`src/rtl/ex_time_ctrl.sv`:
```
// ex_time_ctrl: exposure-time setting controller.
//
// Holds the exposure setting that the user adjusts with the increment and decrement
// buttons. Steps saturate at MIN/MAX. A held button steps once, waits REPEAT_DELAY
// cycles, then repeats every REPEAT_PERIOD cycles. While `lock` is high the setting is
// frozen. After the lock drops, a button that is still held must be released before it
// takes effect again.
//
// Optional feature: define EX_TIME_ACCEL_EN to double the step size after ACCEL_AFTER
// unit repeat steps of one continuous hold.
//
// Ports:
//   clk      in   system clock, rising edge
//   reset    in   asynchronous active-high reset
//   exp_inc  in   increment button (level, debounced)
//   exp_dec  in   decrement button (level, debounced)
//   recall   in   single-cycle request to load DEFAULT
//   lock     in   exposure/readout in progress; freezes the setting
//   ex_time  out  current setting, registered
//   at_min   out  ex_time == MIN
//   at_max   out  ex_time == MAX
//   changed  out  registered one-cycle pulse after ex_time takes a new value
module ex_time_ctrl #(
  parameter int unsigned WIDTH         = 5,
  parameter int unsigned MIN           = 2,
  parameter int unsigned MAX           = 30,
  parameter int unsigned DEFAULT       = 15,
  parameter int unsigned REPEAT_DELAY  = 8,
  parameter int unsigned REPEAT_PERIOD = 2,
  parameter int unsigned ACCEL_AFTER   = 4
) (
  input  logic             clk,
  input  logic             reset,
  input  logic             exp_inc,
  input  logic             exp_dec,
  input  logic             recall,
  input  logic             lock,
  output logic [WIDTH-1:0] ex_time,
  output logic             at_min,
  output logic             at_max,
  output logic             changed
);

  localparam int unsigned TimerMax =
      (REPEAT_DELAY > REPEAT_PERIOD ? REPEAT_DELAY : REPEAT_PERIOD) - 1;
  localparam int unsigned TimerW = (TimerMax < 1) ? 1 : $clog2(TimerMax + 1);

  localparam logic [TimerW-1:0] DelayLoad  = TimerW'(REPEAT_DELAY - 1);
  localparam logic [TimerW-1:0] PeriodLoad = TimerW'(REPEAT_PERIOD - 1);

  // Arithmetic is done one bit wider than ex_time so +2 / -2 never wraps.
  localparam logic [WIDTH:0]   MinW     = (WIDTH + 1)'(MIN);
  localparam logic [WIDTH:0]   MaxW     = (WIDTH + 1)'(MAX);
  localparam logic [WIDTH-1:0] MinV     = WIDTH'(MIN);
  localparam logic [WIDTH-1:0] MaxV     = WIDTH'(MAX);
  localparam logic [WIDTH-1:0] DefaultV = WIDTH'(DEFAULT);

  typedef enum logic [1:0] {StIdle, StDelay, StRepeat, StLocked} state_e;
  typedef enum logic [1:0] {DirNone, DirUp, DirDn} dir_e;

  state_e            state_q, state_d;
  dir_e              dir, dir_q, dir_d;
  logic [TimerW-1:0] timer_q, timer_d;
  logic [WIDTH-1:0]  ex_q, ex_d;
  logic              changed_q;
  logic              do_step;
  logic [WIDTH:0]    step_sz;
  logic [WIDTH:0]    sum;
  logic [WIDTH:0]    diff;

`ifdef EX_TIME_ACCEL_EN
  localparam int unsigned AccelW = (ACCEL_AFTER < 1) ? 1 : $clog2(ACCEL_AFTER + 1);
  localparam logic [AccelW-1:0] AccelMax = AccelW'(ACCEL_AFTER);

  logic [AccelW-1:0] accel_q, accel_d;
`endif

  // Simultaneous presses cancel out.
  always_comb begin
    dir = DirNone;
    if (exp_inc && !exp_dec) begin
      dir = DirUp;
    end else if (exp_dec && !exp_inc) begin
      dir = DirDn;
    end
  end

  always_comb begin
    state_d = state_q;
    dir_d   = dir_q;
    timer_d = timer_q;
    ex_d    = ex_q;
    do_step = 1'b0;
    step_sz = (WIDTH + 1)'(1);
    sum     = '0;
    diff    = '0;

    if (lock) begin
      state_d = StLocked;
      timer_d = '0;
    end else if (state_q == StLocked) begin
      // Only a full release re-arms the buttons.
      if (dir == DirNone) begin
        state_d = StIdle;
      end
    end else if (recall) begin
      ex_d    = DefaultV;
      timer_d = '0;
      state_d = (dir == DirNone) ? StIdle : StLocked;
    end else begin
      unique case (state_q)
        StIdle: begin
          if (dir != DirNone) begin
            do_step = 1'b1;
            dir_d   = dir;
            state_d = StDelay;
            timer_d = DelayLoad;
          end
        end
        StDelay, StRepeat: begin
          if (dir == DirNone) begin
            state_d = StIdle;
            timer_d = '0;
          end else if (dir != dir_q) begin
            do_step = 1'b1;
            dir_d   = dir;
            state_d = StDelay;
            timer_d = DelayLoad;
          end else if (timer_q == '0) begin
            do_step = 1'b1;
            state_d = StRepeat;
            timer_d = PeriodLoad;
          end else begin
            timer_d = timer_q - 1'b1;
          end
        end
        default: begin
          state_d = StIdle;
        end
      endcase
    end

`ifdef EX_TIME_ACCEL_EN
    // Any step that lands in StRepeat is a repeat step.
    if (do_step && state_d == StRepeat && accel_q == AccelMax) begin
      step_sz = (WIDTH + 1)'(2);
    end
`endif

    sum  = {1'b0, ex_q} + step_sz;
    diff = {1'b0, ex_q} - step_sz;
    if (do_step) begin
      if (dir == DirUp) begin
        ex_d = (sum > MaxW) ? MaxV : sum[WIDTH-1:0];
      end else begin
        ex_d = ({1'b0, ex_q} < MinW + step_sz) ? MinV : diff[WIDTH-1:0];
      end
    end
  end

`ifdef EX_TIME_ACCEL_EN
  // Counts unit repeat steps; leaving StRepeat (release, new direction, lock, recall)
  // clears it.
  always_comb begin
    accel_d = '0;
    if (state_d == StRepeat) begin
      accel_d = accel_q;
      if (do_step && accel_q < AccelMax) begin
        accel_d = accel_q + 1'b1;
      end
    end
  end

  always_ff @(posedge clk or posedge reset) begin
    if (reset) begin
      accel_q <= '0;
    end else begin
      accel_q <= accel_d;
    end
  end
`endif

  always_ff @(posedge clk or posedge reset) begin
    if (reset) begin
      state_q   <= StIdle;
      dir_q     <= DirNone;
      timer_q   <= '0;
      ex_q      <= DefaultV;
      changed_q <= 1'b0;
    end else begin
      state_q   <= state_d;
      dir_q     <= dir_d;
      timer_q   <= timer_d;
      ex_q      <= ex_d;
      changed_q <= (ex_d != ex_q);
    end
  end

  assign ex_time = ex_q;
  assign at_min  = (ex_q == MinV);
  assign at_max  = (ex_q == MaxV);
  assign changed = changed_q;

endmodule

```
`config.mk`:
```
export PLATFORM = sky130hd
export DESIGN_NAME = ex_time_ctrl
export DESIGN_NICKNAME = d
export VERILOG_FILES = /design/src/rtl/ex_time_ctrl.sv
export SDC_FILE = /design/constraint.sdc
export NUM_CORES = 1
export LEC_CHECK = 0
export CAP_MARGIN = 20
export CORE_MARGIN = 2
export CORE_UTILIZATION = 60
export DETAILED_ROUTE_END_ITERATION = 8
export MAX_ROUTING_LAYER = met4
export PLACE_DENSITY = 0.81
export REMOVE_ABC_BUFFERS = 1
export SLEW_MARGIN = 40
export SYNTH_ARGS = -nofsm -noshare
export SYNTH_HDL_FRONTEND = slang
export SYNTH_SLANG_ARGS = --single-unit
```
`constraint.sdc`:
```
create_clock -name clk -period 4.15 [get_ports clk]
set_clock_uncertainty 0.15 [all_clocks]
set_input_delay 0.83 -clock clk [delete_from_list [all_inputs] [get_ports clk]]
set_output_delay 0.83 -clock clk [all_outputs]
set_load 0.005 [all_outputs]
```
== Word-level counts from Yosys, hierarchy flattened ==
Index checks and enable logic that the tools add are counted.
Word-level totals
  bits in registers: 13
  input port bits: 6
  output and inout bits: 8
  logic and storage cells: 82
Operators by class
  $add $sub $neg: 3
  magnitude comparators: 2
  equal/unequal tests: 16
  mux-type cells: 39
  bitwise logic cells: 3
  reductions and logical operators: 14
Operators with widths (count)
  two-way mux 5 bit: 7
  two-way mux 2 bit: 14
  two-way mux 3 bit: 7
  != test 2 bit (second input constant): 4
  case mux 2 bit (2 select lines): 2
  two-way mux 1 bit: 7
  AND reduction 7 bit: 1
  adder 5 x 1 -> 6 bit (second input constant): 1
  > comparator 6 x 5 -> 1 bit (second input constant): 1
  != test 6 bit (second input constant): 1
  case mux 3 bit (2 select lines): 1
  AND reduction 3 bit: 2
  equality test 5 x 2 -> 1 bit (second input constant): 1
  equality test 5 bit (second input constant): 1
  < comparator 5 x 2 -> 1 bit (second input constant): 1
  != test 5 bit: 1
  != test 5 bit (second input constant): 1
  subtractor 5 x 1 -> 5 bit (second input constant): 1
  equality test 2 x 1 -> 1 bit (second input constant): 2
  equality test 2 bit (second input constant): 2
  zero test 2 bit: 2
  != test 4 bit (second input constant): 1
  nonzero test 2 bit: 2
  nonzero test 4 bit: 1
  9 further kinds: 13

== Depth between registers and ports, before layout ==
  word-level depth: 13
  gate-level depth with buffers: 9
  mapped depth without buffers: 8

== Least setup slack after synthesis ==
No wires, ideal clock.
  path kind: input -> register
  start: input exp_inc
  end: register dir_q[1]
  library setup time: 0.125 ns
  arrival: 2.327 ns
  data required time: 3.875 ns
  slack: 1.548 ns
  stages: 7
  buffers on the path: 0
  path through: inv_1 ha_1 nor2b_1 a21oi_1 nor2_1 or3_1 mux2_2
Between the ends
  word-level cells in the longest chain between the ends: 7
  elaborated cells between the ends (all ways): 16
  those cells by class: eq/ne: 4; mux: 6; reduce/logical: 6
Ends and longest elaborated chain
  start, declared: line 34  | input logic exp_inc,
  zero test 1 bit: line 83  | end else if (exp_dec && !exp_inc) begin
  logical AND 1 bit: line 83
  two-way mux 2 bit: line 83
  two-way mux 2 bit *: line 81  | if (exp_inc && !exp_dec) begin
  != test 2 bit, or another cell as far along: line 124  | end else if (dir != dir_q) begin
  != test 2 bit (no line) / two-way mux 2 bit (equally long branches)
  AND reduction 7 bit (no line) / case mux 2 bit (2 select lines) (equally long branches)
  end signal, assigned: line 186  | dir_q <= DirNone;
  end signal, assigned: line 192  | dir_q <= dir_d;
  end, declared: line 62  | dir_e dir, dir_q, dir_d;
Every way passes the cells marked *; elsewhere a longest branch is shown, timed or not. The select of a mux whose other input is x is not followed.
A chain may end at the register's enable or synchronous reset.

== Worst setup path after layout ==
Same ends and word-level chain as after synthesis.

==> results by group <==
STA
  • Fin. max-slew vios: 0
  • RSZ-0062 raised after global routing: false
  • Ratio of final minimum period to clock period: 0.734
  • Max_slew headroom: 0.658
  • Setup TNS: 0 ps
  • Worst-Margin Slew: between 500 and 600 ps
  • Final Setup Violations: 0
  • Final hold vios: 0
  • Min cycle time layout: roughly 3000 ps
  • FMAX: roughly 330 MHz
  • Min setup slack post-route: between 1000 and 1500 ps

Yosys
  • Post-synth ARST share: 1.00
  • Flops & latches, synth: 13
  • Synth warnings: 0
  • Synth Instances: roughly 150
  • Mapped Avg Cell Area: ~8.1 µm²
  • Number of synthesized flops with an enable pin: 0
  • Ys flop type: dfrtp_1
  • Mapped Area: ~1200 µm²
  • Synth cell types: 50
  • Sequential element share of the synthesized area: 0.265

Worst hold path
  • Tightest Hold Check Type: reg2reg
  • Hold_sp: state_q[0]$_DFFE_PP0P_
  • Hold Crit Depth: 1
  • Worst hold endpoint: state_q[0]$_DFFE_PP0P_

Finish
  • N_diodes: 0
  • Fin util: 0.715
  • Layout Nets: 178
  • Most frequent cells in the layout: nor2_1 (18), a21oi_1 (15), clkdlybuf4s50_1 (13), inv_1 (12), o21ai_0 (11)
  • Fill cell count: ~190
  • P&R area growth vs syn: 12.3%
  • Commonest non-fill, non-tap cell in the layout: nor2_1
  • Non-Filler Instances: 190
  • Layout cells sized above 1: 0.123

Clock tree
  • CTS Hold Buffers Added: 0
  • # resized after CTS: 0
  • Worst-path clk slew: around 90 ps
  • # clock sinks: 13
  • CTS Buf Count: 3
  • Clock tree buffer depth: 2
  • Htree depth: 1
  • CTS tree: built
  • Clk Latency, worst-skew pair: between 200 and 300 ps
  • Setup bufs post-CTS: 0
  • CTS Root Cell: clkbuf_4

Detailed routing
  • Via Count: approximately 1200
  • WL/cell: ~16 µm
  • Vias per cell: between 6 and 7
  • ANT nets after route: 0
  • First-pass iteration count of the detailed router: 4
  • Total Wirelength: between 3000 and 4000 µm
  • DRC viols: 0
  • DRT iter0 DRCs: 40

Critical path
  • Reg2reg path depth: 7
  • FF-to-FF End: changed$_DFF_PP0_
  • R2r startpoint: ex_time[1]$_DFF_PP1_
  • R2r setup slk: 1710 ps
  • Crit start category: primary input
  • CP Max Fanout: 6
  • CP Capture Type: register
  • Worst endpoint required time: 4180 ps
  • CP Class: in2reg
  • Critical path arrival: 3080 ps

Die
  • IO Pins: 14
  • Initial Utilization: 0.636
  • Die Ht: 49.6 µm
  • Core ar.: roughly 2000 µm²
  • Chip Width: around 50 µm
  • Std-Cell Rows: 16
  • Die footprint: about 2500 µm²

Global route
  • Initial antenna violation count: 0
  • GRT Total Usage: 0.276
  • Total global routing overflow: 0
  • Largest net degree at the start of global routing: 22
  • First-pass GRT wire length: between 5000 and 6000 µm
  • Vias in the first global route: about 1200

Run status
  • Outcome: finished, final reports clean

Place
  • Placed Instances: 186
  • Post-DP HPWL: ~2200 µm
  • # port buffers: 13
  • Post-place setup slack: 822 ps
  • Routability cong.: a little under 0.9

Flow run
  • Max_cap viols: 0

Power and ir drop
  • Power per cell area: roughly 580 nW/µm²
  • Leak: between 0.5 and 0.6 nW
  • Worst vdd ir: around 0.44 mV
  • Total Power: just over 0.0008 W
flip-flops by register name, indices dropped and copies added, names as in the netlist:
name     cells
ex_time      5
state_q      2
changed      1
dir_q        2
timer_q      3
power breakdown:
part           internal [W]  switching, W
registers          0.000181      0.000103
clock network     0.0000358     0.0000458
logic              0.000208      0.000243
cells in the mapped netlist, drive strengths merged (2+ instances only):
| library cell | n | area [µm²] |
|---|---|---|
| nor2 | 19 | 73.8 |
| a21oi | 15 | 75.1 |
| inv | 12 | 45.0 |
| o21ai | 11 | 55.1 |
| dfrtp | 9 | 225 |
| ha | 8 | 100 |
| nand2 | 8 | 30.0 |
| buf | 5 | 30.0 |
| nand3 | 5 | 25.0 |
| nor3 | 5 | 25.0 |
| a211o | 4 | 35.0 |
| clkbuf | 4 | 15.0 |
| dfstp | 4 | 105 |
| nor3b | 3 | 27.5 |
| nor4 | 3 | 18.8 |
| a211oi | 2 | 15.0 |
| a22oi | 2 | 15.0 |
| a31oi | 2 | 12.5 |
| and3 | 2 | 12.5 |
| mux2 | 2 | 22.5 |
| nand4 | 2 | 12.5 |
| o22ai | 2 | 18.8 |
| or3 | 2 | 12.5 |
| xor2 | 2 | 32.5 |
how the worst max path moves through the flow:
| stage | startpoint | end | slack [ps] | depth (start not counted) |
|---|---|---|---|---|
| finish | exp_inc | dir_q[1]$_DFFE_PP0P_ | 1100 | 8 |
| floorplan | exp_dec | state_q[1]$_DFFE_PP0P_ | 1480 | 8 |
| global placement | exp_inc | changed$_DFF_PP0_ | 930 | 8 |
| global route | exp_inc | dir_q[1]$_DFFE_PP0P_ | 970 | 8 |
| CTS | exp_inc | dir_q[1]$_DFFE_PP0P_ | 1120 | 8 |
| detailed placement | exp_inc | dir_q[1]$_DFFE_PP0P_ | 820 | 8 |
cell families after synthesis:
| kind of cell | Yosys count | synth area share |
|---|---|---|
| AO/OA/AOI/OAI | 51 | 0.302 |
| XOR/XNOR | 3 | 0.0331 |
| adder cells (fa/ha/maj) | 8 | 0.0802 |
| buffers and inverters | 21 | 0.0721 |
| flip-flops | 13 | 0.265 |
| multiplexers | 2 | 0.0180 |
| AND/OR/NAND/NOR | 56 | 0.230 |
critical path, cell delays in order:
cell	delay, ps
clkdlybuf4s50_1	490
inv_1	50
ha_1	370
nor2b_1	340
a21oi_1	130
nor2_1	280
or3_1	240
mux2_2	340
layout make-up:
| class | instances | area, µm² | area share |
|---|---|---|---|
| multi-input combinational | 120 | 828 | 0.591 |
| sequential | 13 | 330 | 0.236 |
| timing repair buffer | 14 | 138 | 0.0981 |
| inverter | 12 | 45.0 | 0.0321 |
| tap | 27 | 33.8 | 0.0241 |
| clock buffer | 3 | 22.5 | 0.0161 |
| clock inverter | 1 | 5.00 | 0.00357 |
routing by layer:
metal / vias to the layer above / wire length, µm / track usage
met3: 9 / 159 / 0.0182
met5: - / 0 / -
li1: 584 / - / -
met2: 55 / 1570 / 0.482
met4: 0 / 78 / 0.153
met1: 587 / 1220 / 0.311
stage by stage:
step / cell area [µm²] / hold WS [ps]
finish: 1400 / 381
global route: 1400 / 429
CTS: 1400 / 387
detailed placement: 1380 / 369
global placement: 1380 / 361
floorplan: 1200 / 336
Power figures use the tool's default switching activity.
